<file path="config.mk">
export PLATFORM = sky130hd
export DESIGN_NAME = imem_load_arb_flat
export DESIGN_NICKNAME = d
export VERILOG_FILES = /design/src/rtl/imem_load_arb_if.sv /design/src/rtl/imem_load_arb.sv /design/src/flat_wrapper.sv
export SDC_FILE = /design/constraint.sdc
export NUM_CORES = 1
export LEC_CHECK = 0
export CORE_ASPECT_RATIO = 1.25
export CORE_UTILIZATION = 30
export DETAILED_ROUTE_END_ITERATION = 8
export PLACE_DENSITY = 0.76
export SETUP_SLACK_MARGIN = 0.2
export SKIP_CTS_REPAIR_TIMING = 1
export SKIP_LAST_GASP = 1
export SYNTH_ARGS = -nofsm -noshare
export SYNTH_HDL_FRONTEND = slang
export SYNTH_SLANG_ARGS = --single-unit
</file>
<file path="constraint.sdc">
create_clock -name clk -period 3.55 [get_ports clk]
set_input_delay 0.71 -clock clk [delete_from_list [all_inputs] [get_ports clk]]
set_output_delay 0.71 -clock clk [all_outputs]
set_load 0.01 [all_outputs]
</file>
<file path="src/rtl/imem_load_arb_if.sv">
// Port bundle for the instruction-SRAM arbiter: fetch, loader stream and SRAM sides.
// The slave modport is the arbiter; the master modport is its environment.
`timescale 1ns/1ps
interface imem_load_arb_if #(
    parameter int AW = 10
);
    logic          fet_req_i;
    logic [31:0]   fet_addr_i;
    logic          fet_gnt_o;
    logic          fet_rvalid_o;
    logic [31:0]   fet_instr_o;
    logic          fet_misalign_o;

    logic          ld_start_i;
    logic          ld_valid_i;
    logic          ld_ready_o;
    logic [31:0]   ld_data_i;
    logic          ld_last_i;
    logic [AW:0]   ld_count_o;
    logic          ld_err_o;

    logic          core_hold_o;

    logic          mem_en_o;
    logic          mem_we_o;
    logic [AW-1:0] mem_addr_o;
    logic [31:0]   mem_wdata_o;
    logic [31:0]   mem_rdata_i;

    modport slave (
        input  fet_req_i, fet_addr_i, ld_start_i, ld_valid_i, ld_data_i, ld_last_i,
               mem_rdata_i,
        output fet_gnt_o, fet_rvalid_o, fet_instr_o, fet_misalign_o, ld_ready_o,
               ld_count_o, ld_err_o, core_hold_o, mem_en_o, mem_we_o, mem_addr_o,
               mem_wdata_o
    );

    modport master (
        output fet_req_i, fet_addr_i, ld_start_i, ld_valid_i, ld_data_i, ld_last_i,
               mem_rdata_i,
        input  fet_gnt_o, fet_rvalid_o, fet_instr_o, fet_misalign_o, ld_ready_o,
               ld_count_o, ld_err_o, core_hold_o, mem_en_o, mem_we_o, mem_addr_o,
               mem_wdata_o
    );
endinterface

</file>
<file path="src/rtl/imem_load_arb.sv">
// Single-port instruction SRAM arbiter: boot/reload stream writes consecutive words
// while the core is held, then the port serves one fetch per cycle with latency 1.
`timescale 1ns/1ps
module imem_load_arb #(
    parameter int          AW          = 10,
    parameter logic [31:0] RESET_INSTR = 32'h0000_0013
) (
    input  logic              clk,
    input  logic              rst,
    imem_load_arb_if.slave    bus
);
    typedef enum logic [1:0] {LOAD = 2'd0, RUN = 2'd1, DRAIN = 2'd2} state_t;

    state_t        state, state_nxt;
    logic [AW:0]   ld_cnt_p1;
    logic          ld_err_p1;
    logic          vld_p1;
    logic          misalign_p1;
    logic [31:0]   instr_p1;

    logic          ld_ready;
    logic          core_hold;
    logic          gnt;
    logic          beat;
    logic          load_entry;
    logic          mem_en;
    logic          mem_we;
    logic [AW-1:0] mem_addr;
    logic [31:0]   mem_wdata;
    logic          unused_addr_hi;

    // Count stops at 2**AW; the top bit doubles as the "image full" flag.
    function automatic logic [AW:0] sat_inc(input logic [AW:0] c);
        if (c[AW]) return c;
        return c + {{AW{1'b0}}, 1'b1};
    endfunction

    assign beat           = bus.ld_valid_i & ld_ready;
    assign load_entry     = (state != LOAD) && (state_nxt == LOAD);
    assign unused_addr_hi = ^bus.fet_addr_i[31:AW+2];

    always_comb begin
        state_nxt = state;
        ld_ready  = 1'b0;
        core_hold = 1'b1;
        gnt       = 1'b0;
        mem_en    = 1'b0;
        mem_we    = 1'b0;
        mem_addr  = '0;
        mem_wdata = '0;
        case (state)
            LOAD: begin
                ld_ready = 1'b1;
                if (bus.ld_valid_i && !ld_cnt_p1[AW]) begin
                    mem_en    = 1'b1;
                    mem_we    = 1'b1;
                    mem_addr  = ld_cnt_p1[AW-1:0];
                    mem_wdata = bus.ld_data_i;
                end
                if (bus.ld_valid_i && bus.ld_last_i) state_nxt = RUN;
            end
            RUN: begin
                core_hold = 1'b0;
                gnt       = bus.fet_req_i;
                if (bus.fet_req_i) begin
                    mem_en   = 1'b1;
                    mem_addr = bus.fet_addr_i[AW+1:2];
                end
                // A fetch granted alongside the reload must still see its data returned.
                if (bus.ld_start_i) state_nxt = bus.fet_req_i ? DRAIN : LOAD;
            end
            DRAIN: state_nxt = LOAD;
            default: state_nxt = LOAD;
        endcase
    end

    always_ff @(posedge clk or posedge rst) begin
        if (rst) state <= LOAD;
        else     state <= state_nxt;
    end

    always_ff @(posedge clk or posedge rst) begin
        if (rst) begin
            ld_cnt_p1 <= '0;
            ld_err_p1 <= 1'b0;
        end else if (load_entry) begin
            ld_cnt_p1 <= '0;
            ld_err_p1 <= 1'b0;
        end else if (beat) begin
            if (ld_cnt_p1[AW]) ld_err_p1 <= 1'b1;
            ld_cnt_p1 <= sat_inc(ld_cnt_p1);
        end
    end

    // Stage p1: SRAM read data returns; the held copy keeps fet_instr_o stable between reads.
    always_ff @(posedge clk or posedge rst) begin
        if (rst) begin
            vld_p1      <= 1'b0;
            misalign_p1 <= 1'b0;
            instr_p1    <= RESET_INSTR;
        end else begin
            vld_p1      <= gnt;
            misalign_p1 <= gnt & (|bus.fet_addr_i[1:0]);
            if (vld_p1) instr_p1 <= bus.mem_rdata_i;
        end
    end

    assign bus.fet_gnt_o      = gnt;
    assign bus.fet_rvalid_o   = vld_p1;
    assign bus.fet_instr_o    = vld_p1 ? bus.mem_rdata_i : instr_p1;
    assign bus.fet_misalign_o = misalign_p1;
    assign bus.ld_ready_o     = ld_ready;
    assign bus.ld_count_o     = ld_cnt_p1;
    assign bus.ld_err_o       = ld_err_p1;
    assign bus.core_hold_o    = core_hold;
    assign bus.mem_en_o       = mem_en;
    assign bus.mem_we_o       = mem_we;
    assign bus.mem_addr_o     = mem_addr;
    assign bus.mem_wdata_o    = mem_wdata;
endmodule

</file>
<file path="src/flat_wrapper.sv">
// flat-port wrapper written by rule: the top's interface ports become plain ports
module imem_load_arb_flat 
#(
    parameter int          AW          = 10,
    parameter logic [31:0] RESET_INSTR = 32'h0000_0013
)
  (clk, rst, bus_fet_req_i, bus_fet_addr_i, bus_ld_start_i, bus_ld_valid_i, bus_ld_data_i, bus_ld_last_i, bus_mem_rdata_i, bus_fet_gnt_o, bus_fet_rvalid_o, bus_fet_instr_o, bus_fet_misalign_o, bus_ld_ready_o, bus_ld_count_o, bus_ld_err_o, bus_core_hold_o, bus_mem_en_o, bus_mem_we_o, bus_mem_addr_o, bus_mem_wdata_o);
  imem_load_arb_if #(.AW(AW)) bus_i ();
  input  logic clk;
  input  logic rst;
  input wire logic [$bits(bus_i.fet_req_i)-1:0] bus_fet_req_i;
  input wire logic [$bits(bus_i.fet_addr_i)-1:0] bus_fet_addr_i;
  input wire logic [$bits(bus_i.ld_start_i)-1:0] bus_ld_start_i;
  input wire logic [$bits(bus_i.ld_valid_i)-1:0] bus_ld_valid_i;
  input wire logic [$bits(bus_i.ld_data_i)-1:0] bus_ld_data_i;
  input wire logic [$bits(bus_i.ld_last_i)-1:0] bus_ld_last_i;
  input wire logic [$bits(bus_i.mem_rdata_i)-1:0] bus_mem_rdata_i;
  output wire logic [$bits(bus_i.fet_gnt_o)-1:0] bus_fet_gnt_o;
  output wire logic [$bits(bus_i.fet_rvalid_o)-1:0] bus_fet_rvalid_o;
  output wire logic [$bits(bus_i.fet_instr_o)-1:0] bus_fet_instr_o;
  output wire logic [$bits(bus_i.fet_misalign_o)-1:0] bus_fet_misalign_o;
  output wire logic [$bits(bus_i.ld_ready_o)-1:0] bus_ld_ready_o;
  output wire logic [$bits(bus_i.ld_count_o)-1:0] bus_ld_count_o;
  output wire logic [$bits(bus_i.ld_err_o)-1:0] bus_ld_err_o;
  output wire logic [$bits(bus_i.core_hold_o)-1:0] bus_core_hold_o;
  output wire logic [$bits(bus_i.mem_en_o)-1:0] bus_mem_en_o;
  output wire logic [$bits(bus_i.mem_we_o)-1:0] bus_mem_we_o;
  output wire logic [$bits(bus_i.mem_addr_o)-1:0] bus_mem_addr_o;
  output wire logic [$bits(bus_i.mem_wdata_o)-1:0] bus_mem_wdata_o;
  assign bus_i.fet_req_i = bus_fet_req_i;
  assign bus_i.fet_addr_i = bus_fet_addr_i;
  assign bus_i.ld_start_i = bus_ld_start_i;
  assign bus_i.ld_valid_i = bus_ld_valid_i;
  assign bus_i.ld_data_i = bus_ld_data_i;
  assign bus_i.ld_last_i = bus_ld_last_i;
  assign bus_i.mem_rdata_i = bus_mem_rdata_i;
  assign bus_fet_gnt_o = bus_i.fet_gnt_o;
  assign bus_fet_rvalid_o = bus_i.fet_rvalid_o;
  assign bus_fet_instr_o = bus_i.fet_instr_o;
  assign bus_fet_misalign_o = bus_i.fet_misalign_o;
  assign bus_ld_ready_o = bus_i.ld_ready_o;
  assign bus_ld_count_o = bus_i.ld_count_o;
  assign bus_ld_err_o = bus_i.ld_err_o;
  assign bus_core_hold_o = bus_i.core_hold_o;
  assign bus_mem_en_o = bus_i.mem_en_o;
  assign bus_mem_we_o = bus_i.mem_we_o;
  assign bus_mem_addr_o = bus_i.mem_addr_o;
  assign bus_mem_wdata_o = bus_i.mem_wdata_o;
  imem_load_arb #(.AW(AW), .RESET_INSTR(RESET_INSTR)) u_core (.clk(clk), .rst(rst), .bus(bus_i));
endmodule
</file>
==> impl_metrics.toml, run 1 <==
[status]
outcome = "finished, final reports clean"

[yosys]
synthTopCellsByArea = "dfrtp_1 (49%), mux2_2 (16%), and2_1 (9.0%)"
synth-main-ff-cell = "dfrtp_1"
ys_ff_latch = 48
syn_inst = 195
syn_area_per_cell_um2 = 11.8
syn-num-nets = 298
synth_top_area_frac = 0.490
yosys-top-cells-count = "dfrtp_1 (45), and2_1 (33), mux2_2 (32), a22o_1 (10), clkbuf_1 (7)"
synth_edf_count = 0
async_reset_ff_frac = 1.00
synth.yosys.warnings = 0
synth_area_mm2 = 0.00230
post-synth-top-area-cell = "dfrtp_1"
synth_most_common_cell = "dfrtp_1"
synth.distinct_cells = 33
seq_area_frac_synth = 0.524

[floorplan]
die_area_mm2 = 0.00802
core_mm2 = 0.00740
rows = 35
ioPinCount = 195
die_height_um = 99.9
die_w_um = 80.3
start_util = 0.311

[sta]
drv_slew = 0
fin_ws_ps = 201
hold_ws_ps = 501
setup_viol = 0
fin_tns_setup_ps = 0
tightest_slew_ps = 986
period_needed_ps = 3350
maxSlewHeadroom = 0.341
rsz0062_at_grt = "yes"
max_freq_ghz = 0.299
hold_viol_final = 0
fin_crit_sh = 0.943
skew_ps = 10.9

[route]
dr.pass1.iters = 4
vias = 2227
avgViaCountPerCell = 4.78
drt_wl_total_mm = 6.99
ant_nets = 0
drc = 0
routedWlPerCell_um = 15.0
drt_iter0_markers = 49

[finish]
design_area_mm2 = 0.00445
final_util = 0.601
syn_to_final_growth_pct = 93.5
drive_above_1_share = 0.155
final_nets = 476
diodes = 0

[clock_tree]
clock-sinks = 48
cts_made_buffers = 5
clockBufferDepth = 2
clock_latency_ps = 300
clk_pin_slew_ps = 90
clockRootBuffer = "clkbuf_8"
htree_levels = 2
cts_tree = "done"

[power_and_ir_drop]
ir_drop_v = 0.000236
cellPowerDensity_mw_per_mm2 = 474
p_leak_uw = 0.00229

[critical_path]
worstReg2RegStart = "u_core.state[1]"
end_kind = "primary output"
crit_type = "primary input to primary output"
worstPathCellList = "clkdlybuf4s50_1, or4b_4, clkinvlp_4, buf_8, and2_1, clkdlybuf4s50_1"
start_kind = "primary input"
cp.required_ps = 2840
ff2ff_path_depth = 4
r2r_end = "u_core.bus.ld_count_o[9]"
critPathMaxFanout = 10
slowest_stage = "clkdlybuf4s50_1"
rrSetupSlack_ps = 1570
slowest_delay_ps = 530
arrival_ps = 2640
cpMostUsedCell = "clkdlybuf4s50_1"

[min_path]
hold_depth = 1
hold_class = "register to register"
hold_start = "u_core.instr_p1[11]"
min_to = "u_core.instr_p1[11]"

[global_route]
antenna_found_initial = 0
grt_max_degree = 49
grtUsageTotal = 0.168
grt_overflow = 0
grt_pass1_vias = 2216
grt_pass1_wl_mm = 10.4

[place]
dp_slack_ps = 99.9
place_area_mm2 = 0.00416
hpwl_mm = 5.27
port_buffers = 174
place.gp.congestion = 0.769

[job]
cap_violations = 0
-- per-layer routing --
metal,global-route usage,vias to the layer above,wire (um)
li1,-,1043,-
met1,0.181,1053,2580
met5,0,-,0
met4,0.0769,0,125
met3,0.0327,9,516
met2,0.310,122,3770
-- flip-flops by register name, indices dropped and copies added (netlist names) --
| name | count |
|---|---|
| u_core.instr_p1 | 32 |
| u_core.bus.ld_count_o | 11 |
| u_core.state | 2 |
| u_core.bus.fet_misalign_o | 1 |
| u_core.bus.fet_rvalid_o | 1 |
| u_core.bus.ld_err_o | 1 |
-- report_power, final --
part | total [uW] | internal (uW) | switching (uW)
clock | 474 | 283 | 190
combinational | 878 | 548 | 330
sequential | 758 | 693 | 64.5
-- metrics by stage --
stage	power (uW)	instances
floorplan	1120	195
detailed placement	1650	453
finish	2110	466
CTS	2130	461
global route	2230	466
global placement	1620	453
-- kinds of logic (layout without fill, tap and decap cells) --
group,after synthesis,after routing,synth area share
buf+inv,18,197,0.0337
fa+ha+maj,1,1,0.00544
flops,48,48,0.524
xor+xnor,1,1,0.00381
mux,36,36,0.174
compound gates,24,24,0.0756
simple gates,67,67,0.183
-- how the worst max path moves through the flow --
stage | from | end | slack (ps) | cells past startpoint
final | bus_ld_valid_i | bus_mem_wdata_o[31] | 200 | 6
after global routing | bus_ld_valid_i | bus_mem_wdata_o[31] | 150 | 6
after CTS | bus_ld_valid_i | bus_mem_wdata_o[21] | 90 | 6
after floorplan | bus_ld_valid_i | bus_mem_wdata_o[12] | 1010 | 5
after global placement | bus_ld_valid_i | bus_mem_wdata_o[21] | 110 | 6
after detailed placement | bus_ld_valid_i | bus_mem_wdata_o[27] | 100 | 6
-- critical path, delay by kind of cell --
family / cells / cell delay, ps
simple gates: 2 / 610
buf+inv: 4 / 1310
-- area by class of cell --
class                   instances  area (um2)
flip-flops and latches         48        1200
clock inverters                 3        68.8
clock buffers                   5        68.8
multi-input cells             129        1020
inverters                       5        22.5
fillers                       626        2950
well taps                      92         115
repair buffers                184        1950
-- layout by cell type, fill, tap and decap left out, types with 2 or more instances in the layout --
| master | Yosys | routed |
|---|---|---|
| a21oi_1 | 6 | 6 |
| a22o_1 | 10 | 10 |
| and2_1 | 33 | 33 |
| and4_1 | 2 | 2 |
| buf_12 | 0 | 2 |
| buf_4 | 0 | 6 |
| bufinv_16 | 0 | 2 |
| clkbuf_8 | 0 | 5 |
| clkdlybuf4s50_1 | 0 | 140 |
| dfrtp_1 | 45 | 45 |
| dfstp_2 | 3 | 3 |
| dlymetal6s2s_1 | 0 | 34 |
| inv_1 | 5 | 3 |
| mux2_2 | 32 | 32 |
| mux2i_1 | 4 | 4 |
| nand2_1 | 6 | 6 |
| nand3_1 | 2 | 2 |
| nand3b_1 | 5 | 5 |
| nand4_1 | 2 | 2 |
| nor2_1 | 5 | 5 |
| nor4_1 | 2 | 2 |
| o21ai_0 | 2 | 2 |
| o31ai_1 | 3 | 3 |
| or3b_2 | 2 | 2 |
| or4_1 | 3 | 3 |
(Power assumes the default switching activity.)
==> run 2: changes to the inputs <==
--- a/config.mk
+++ b/config.mk
@@ -8,10 +8,12 @@
 export CORE_ASPECT_RATIO = 1.25
 export CORE_UTILIZATION = 30
 export DETAILED_ROUTE_END_ITERATION = 8
+export MAX_ROUTING_LAYER = met4
 export PLACE_DENSITY = 0.76
 export SETUP_SLACK_MARGIN = 0.2
 export SKIP_CTS_REPAIR_TIMING = 1
 export SKIP_LAST_GASP = 1
+export SLEW_MARGIN = 15
 export SYNTH_ARGS = -nofsm -noshare
 export SYNTH_HDL_FRONTEND = slang
 export SYNTH_SLANG_ARGS = --single-unit
==> run 2 against run 1 <==
Compared with the run above:
- setup slack worse by 46 ps
- register-to-register slack about the same
- wire length down 1.2%
- via count down 0.45%
- sequential cell count unchanged
- final area down 0.96%
- worst hold slack about the same
- global-route usage up 0.46 points
- critical path type unchanged
==> impl_metrics.toml, run 2 (synthesized netlist as in run 1, its figures left out) <==
[route]
drc = 0
routedWlPerCell_um = 14.9
drt_iter0_markers = 47
ant_nets = 0
vias = 2217
drt_wl_total_mm = 6.91
dr.pass1.iters = 4
avgViaCountPerCell = 4.78

[critical_path]
rrSetupSlack_ps = 1570
crit_type = "primary input to primary output"
arrival_ps = 2680
ff2ff_path_depth = 4
start_kind = "primary input"
slowest_stage = "clkdlybuf4s50_1"
end_kind = "primary output"
path_delay_family = "buffers and inverters"
worstReg2RegStart = "u_core.state[1]"
critPathMaxFanout = 20
cp.required_ps = 2840
worstPathCellList = "clkdlybuf4s50_1, or4b_4, clkinvlp_4, clkbuf_16, and2_1, clkdlybuf4s50_1"
r2r_end = "u_core.bus.ld_count_o[9]"
cpMostUsedCell = "clkdlybuf4s50_1"
slowest_delay_ps = 530
cp.buffers_inverters = 4

[clock_tree]
clk_pin_slew_ps = 90
clock_latency_ps = 300
cts_tree = "done"
cts_made_buffers = 5
clockBufferDepth = 2
clock-sinks = 48
htree_levels = 2
clockRootBuffer = "clkbuf_8"

[global_route]
grt_pass1_vias = 2221
grt_pass1_wl_mm = 10.4
grt_overflow = 0
grtUsageTotal = 0.172
antenna_found_initial = 0
grt_max_degree = 49

[finish]
multi_input_area_mm2 = 0.00102
largest_register = "u_core.instr_p1"
final_cell_mix = "clkdlybuf4s50_1 (148), dfrtp_1 (45), and2_1 (33), mux2_2 (32), dlymetal6s2s_1 (26)"
final-seq-area_mm2 = 0.00120
diodes = 0
final_nets = 474
largest_register_ff_count = 32
n_fill_cell = 631
syn_to_final_growth_pct = 91.6
drive_above_1_share = 0.151
final_common_cell = "clkdlybuf4s50_1"
final_util = 0.595

[min_path]
hold_depth = 1
hold_class = "register to register"
hold_start = "u_core.instr_p1[11]"
min_to = "u_core.instr_p1[11]"

[sta]
setup_viol = 0
tightest_slew_ps = 983
fin_tns_setup_ps = 0
max_freq_ghz = 0.295
fin_crit_sh = 0.956
hold_viol_final = 0
period_needed_ps = 3390
maxSlewHeadroom = 0.344
drv_slew = 0
fin_ws_ps = 155
hold_ws_ps = 501
skew_ps = 12.0
rsz0062_at_grt = "yes"

[floorplan]
rows = 35
die_area_mm2 = 0.00802
die_height_um = 99.9
ioPinCount = 195
start_util = 0.311
die_w_um = 80.3
core_mm2 = 0.00740

[power_and_ir_drop]
ir_drop_v = 0.000236
power_uw = 2100
p_leak_uw = 0.00215
cellPowerDensity_mw_per_mm2 = 477

[status]
outcome = "finished, final reports clean"

[place]
dp_slack_ps = 99.9
hpwl_mm = 5.27
place.gp.congestion = 0.779
port_buffers = 174

[job]
cap_violations = 0
[run 2: cell types whose count changed in the layout (fill, tap and decap cells not counted), sizes merged]
cell           change
clkdlybuf4s50      +8
dlymetal6s2s       -8
buf                -2
[run 2: how the worst max path moves through the flow]
stage | from | endpoint | cells after the start
3_5_place_dp | bus_ld_valid_i | bus_mem_wdata_o[27] | 6
4_1_cts | bus_ld_valid_i | bus_mem_wdata_o[21] | 6
3_3_place_gp | bus_ld_valid_i | bus_mem_wdata_o[21] | 6
5_1_grt | bus_ld_valid_i | bus_mem_addr_o[2] | 6
2_1_floorplan | bus_ld_valid_i | bus_mem_wdata_o[12] | 5
6_report | bus_ld_valid_i | bus_mem_wdata_o[18] | 6
[run 2: cell type report]
class	count	area share
inverters	5	0.00511
multi-input cells	129	0.231
repair buffers	182	0.433
clock buffers	5	0.0156
well taps	92	0.0261
clock inverters	3	0.0156
flip-flops and latches	48	0.273
[run 2: worst reg2reg max path: cells and delay by family, from the launching register on]
kind	cells	cell delay (ps)
AND/OR/NAND/NOR	2	1010
flip-flops	1	490
buffers and inverters	1	190
multiplexers	1	230
[run 2: stage by stage]
stage	instance area (um2)	cells
2_1_floorplan	2300	195
3_3_place_gp	4160	453
3_5_place_dp	4160	453
4_1_cts	4300	461
5_1_grt	4410	464
6_report	4410	464
[run 2: where the power goes]
part | leakage, uW | internal, uW | switching (uW)
Combinational | 0.00149 | 545 | 328
Clock | 0.0000687 | 283 | 189
Sequential | 0.000589 | 693 | 65.2
Total | 0.00215 | 1520 | 582
[run 2: layer usage]
metal | global-route usage | vias to the layer above | part of all wire
met5 | - | - | 0
met4 | 0.0769 | 0 | 0.018
met3 | 0.0282 | 9 | 0.068
met2 | 0.311 | 124 | 0.54
met1 | 0.182 | 1048 | 0.37
li1 | - | 1036 | -
==> variant 1 (flow settings as in run 2) <==
`AW` is set to 10 in 3 places; all go to 11.
--- a/src/rtl/imem_load_arb_if.sv
+++ b/src/rtl/imem_load_arb_if.sv
@@ -3,5 +3,5 @@
 `timescale 1ns/1ps
 interface imem_load_arb_if #(
-    parameter int AW = 10
+    parameter int AW = 11
 );
     logic          fet_req_i;
--- a/src/rtl/imem_load_arb.sv
+++ b/src/rtl/imem_load_arb.sv
@@ -3,5 +3,5 @@
 `timescale 1ns/1ps
 module imem_load_arb #(
-    parameter int          AW          = 10,
+    parameter int          AW          = 11,
     parameter logic [31:0] RESET_INSTR = 32'h0000_0013
 ) (
--- a/src/flat_wrapper.sv
+++ b/src/flat_wrapper.sv
@@ -2,5 +2,5 @@
 module imem_load_arb_flat 
 #(
-    parameter int          AW          = 10,
+    parameter int          AW          = 11,
     parameter logic [31:0] RESET_INSTR = 32'h0000_0013
 )
Ports: changed (resized bus_ld_count_o and bus_mem_addr_o); port bits go from 195 to 197. No check against the original RTL was run, so the function may have changed too.
==> variant 1 against run 2 <==
Non-clock buffer count grew 1; utilization grew 0.21 points; sequential power shrank 0.9%; area after synthesis grew 2.7%; sequential share of layout area grew 0.15 points; worst setup slack gained 160 ps; routed wire length grew 5.5%; design area grew 1.5%; cell count grew 1.9%; total power shrank 9.0%; sequential cell count grew 1; critical endpoint is now bus_mem_en_o.
==> variant 1: results (changes against run 2) <==
- Hold crit path type: reg -> reg
- N_diodes: 0 (unchanged)
- Highest Signal Layer: met4
- Most flops, register: u_core.instr_p1
- Total Routed Length: 7290 um (+5.5%)
- Status: finished, final reports clean
- Met2 wire len: 3870 um (+3.4%)
- Comb pwr share: 0.424 (+0.009)
- Switch Pwr: 0.000560 W (-3.8%)
- Drt pass-1 iters: 3 (-1)
- First-pass GRT wire length: 10,500 um (+1.7%)
- First DRT Iteration DRCs: 55 (+17%)
- Xor and xnor area share after synthesis: 0.00371 (-0.0000989)
- Placed cell areas: 4230 sq um (+1.8%)
- GR Util met3: 0.0333 (+0.00515)
- DR vias/cell: 4.64 (-2.9%)
- RePlAce Congestion: 0.778 (about the same)
- Crit path max fanout: 15 (-25%)
- Wire length on met3: 384 um (-18%)
- Crit path DAT: 2520 ps (-160 ps)
- Pin count of the biggest net entering global routing: 50 (+2.0%)
- Synth top area cells: dfrtp_1 (49%), mux2_2 (16%), and2_1 (8.7%), a22o_1 (4.1%), dfstp_2 (3.3%)
- Detailed placement HPWL: 5350 um (+1.5%)
- Adder-cell share of the synthesized area: 0.00530 (-0.000141)
- Mux contribution to synthesized area: 0.174 (+0.000249)
- Worst rel slew slack: 0.430 (+0.0867)
- Layout Nets: 483 (+1.9%)
- Routing usage on met2: 0.278 (-0.0334)
- Vias in the first global route: 2,168 (-2.4%)
- Largest register FFs: 32 (unchanged)
- Critical Path Max Stage Delay: 560 ps (+30 ps)
- Layout cell share with drive strength beyond 1: 0.147 (-0.00356)
- Sw Ratio: 0.292 (+0.0159)
- Clock Tree Root: clkbuf_8
- Placed Cells: 464 (+2.4%)
- GR met1 Demand/Resource: 0.212 (+0.0294)
- Synth Net Count: 307 (+3.0%)
- Lkg Pwr: 2.43 nW (+13%)
- Commonest cells post-synth: dfrtp_1 (46), and2_1 (33), mux2_2 (33)
- Synthesized instance count: 204 (+4.6%)
- Power Clock: 0.000349 W (-26%)
- Seq/Total Area, Yosys: 0.521 (-0.00301)
- Asr flop ratio synth: 1.00 (unchanged)
- Main synth FF type: dfrtp_1
- Worst-case clock skew: 7.23 ps (-4.72 ps)
- Synth Area in Compound Gates: 0.0774 (+0.00175)
- Final Non-Filler Cells: 473 (+1.9%)
- Clock latency on the worst-skew pair: 300 ps (about the same)
- Library cells used by synthesis: 29 (-12%)
- Peak VDD IR: 0.000269 V (+14%)
- DRT met1 WL: 2880 um (+12%)
- Gr usage total: 0.169 (-0.00299)
- Pre-CTS WS: 115 ps (+15.0 ps)
- Clock buffer count from CTS: 5 (unchanged)
- Port bufs: 177 (+1.7%)
-- variant 1: final timing paths --
check / from / to / slack, ps / depth (start not counted)
max in group asynchronous: rst / u_core.instr_p1[21]$_DFF_PP0_ / 2170 / 2
min in group asynchronous: rst / u_core.instr_p1[7]$_DFF_PP0_ / 880 / 2
min: u_core.instr_p1[8]$_DFF_PP0_ / u_core.instr_p1[8]$_DFF_PP0_ / 500 / 1
max: bus_ld_valid_i / bus_mem_en_o / 320 / 5
min reg2reg: u_core.instr_p1[8]$_DFF_PP0_ / u_core.instr_p1[8]$_DFF_PP0_ / 500 / 1
max reg2reg: u_core.state[1]$_DFF_PP0_ / u_core.bus.ld_count_o[5]$_DFFE_PP0P_ / 1560 / 4
-- variant 1: area by class of cell --
type                            count  area, sq um
Multi-Input combinational cell    135         1050
Timing Repair Buffer              183         1950
Tap cell                           92          115
Sequential cell                    49         1230
Fill cell                         617         3010
Inverter                            6         26.3
Clock buffer                        6         82.6
Clock inverter                      2         17.5
==> variant 2 (config.mk and constraints of run 2) <==
Made on the original files. Encoding of `state_t`: now one-hot (3 bits for 3 states).
--- a/src/rtl/imem_load_arb.sv
+++ b/src/rtl/imem_load_arb.sv
@@ -10,5 +10,5 @@
     imem_load_arb_if.slave    bus
 );
-    typedef enum logic [1:0] {LOAD = 2'd0, RUN = 2'd1, DRAIN = 2'd2} state_t;
+    typedef enum logic [2:0] {LOAD = 3'b001, RUN = 3'b010, DRAIN = 3'b100} state_t;
 
     state_t        state, state_nxt;
Function: no difference found for any inputs over 4 cycles, from zero or initial values and one cycle with rst high; so few cycles prove little.
==> variant 2 against run 2 <==
Total power increased by 23%; worst setup slack better by 440 ps; fmax rose by 15%; cell count up 0.86%; combinational power rose by 52%; area after synthesis increased by 0.92%; hold slack about the same; largest power group unchanged; sequential cell count up 1; design area shrank 0.40%; critical path type unchanged; register-to-register slack better by 240 ps; routed wire length grew 4.3%.
==> variant 2: results (changes against run 2) <==
- Status: finished, final reports clean
- N_diodes: 0 (unchanged)
- RePlAce Congestion: 0.759 (-2.5%)
- Library cells used by synthesis: 34 (+3.0%)
- Vias in the first global route: 2,227 (+0.27%)
- Clk pin slew, worst setup/hold paths: 90 ps (about the same)
- Comb pwr share: 0.517 (+0.102)
- Reg2Reg Setup Slack: 1810 ps (+240 ps)
- Worst Tran Pin Value: 1020 ps (+35.1 ps)
- Placed cell areas: 4170 sq um (+0.18%)
- Worst-case clock skew: 7.98 ps (-3.97 ps)
- Layout cell share with drive strength beyond 1: 0.144 (-0.00692)
- End point of the critical path: bus_mem_addr_o[8]
- Hold Crit Start: u_core.instr_p1[3]$_DFF_PP0_
- Xor and xnor area share after synthesis: 0.0226 (+0.0188)
- Seq/Total Area, Yosys: 0.530 (+0.00652)
- Pin count of the biggest net entering global routing: 50 (+2.0%)
- Peak VDD IR: 0.000312 V (+32%)
- Reg power frac: 0.324 (-0.037)
- Worst r2r dst: u_core.bus.ld_count_o[7]$_DFFE_PP0P_
- Total Routed Length: 7210 um (+4.3%)
- Worst Hold Slack: 501 ps (+0.0520 ps)
- Commonest cells post-synth: dfrtp_1 (45), and2_1 (33), mux2_2 (32)
- Crit path DAT: 2240 ps (-440 ps)
- Hold Path End: u_core.instr_p1[3]$_DFF_PP0_
- Gr usage total: 0.178 (+0.00567)
- Crit path max fanout: 14 (-30%)
- Fill cell count: 641 (+1.6%)
- Cells on worst reg2reg path: 6 (+2)
- Total sequential power: 0.000835 W (+10%)
- Lkg Pwr: 2.10 nW (-2.4%)
- Via count: 2,242 (+1.1%)
- FF-to-FF Start: u_core.state[0]$_DFF_PP1_
- Synth top area cells: dfrtp_1 (49%), mux2_2 (16%), and2_1 (8.9%), dfstp_2 (4.5%), a22o_1 (3.8%)
- Layout Nets: 478 (+0.84%)
- Switch Pwr: 0.000782 W (+34%)
- Adder-cell share of the synthesized area: 0.00539 (-0.0000499)
- Detailed placement HPWL: 5330 um (+1.0%)
- CP Launch Point: bus_fet_req_i
- Synth Area in Compound Gates: 0.0717 (-0.00393)
- Mux contribution to synthesized area: 0.155 (-0.0188)
- Synth Net Count: 300 (+0.67%)
- First-pass GRT wire length: 10,600 um (+2.4%)
## variant 2: area by class of cell
cell class,count,area share
multi-input combinational,135,0.235
clock inverter,2,0.00855
inverter,3,0.00257
sequential,49,0.281
clock buffer,6,0.0188
timing repair buffer,181,0.428
tap,92,0.0262
## variant 2: cell families after synthesis
group,after synthesis
AOI/OAI and AO/OA,23
xor gates and xnor gates,6
adders and majority gates,1
buffers and inverters,13
DFF,49
muxes,32
and+or+nand+nor,73
## variant 2: metal layers
| layer | share of wire | track usage | vias to the layer above |
|---|---|---|---|
| met2 | 0.52 | 0.314 | 132 |
| li1 | - | - | 1040 |
| met1 | 0.36 | 0.191 | 1064 |
| met4 | 0.011 | 0.0495 | 0 |
| met3 | 0.11 | 0.0527 | 6 |
| met5 | 0 | - | - |
## variant 2: through the flow
step | worst slack, ps | instances | util
final | 600 | 468 | 0.590
after floorplan | 1290 | 197 | -
after global routing | 508 | 468 | 0.590
after detailed placement | 182 | 456 | 0.560
after global placement | 200 | 456 | 0.560
after CTS | 177 | 464 | 0.576
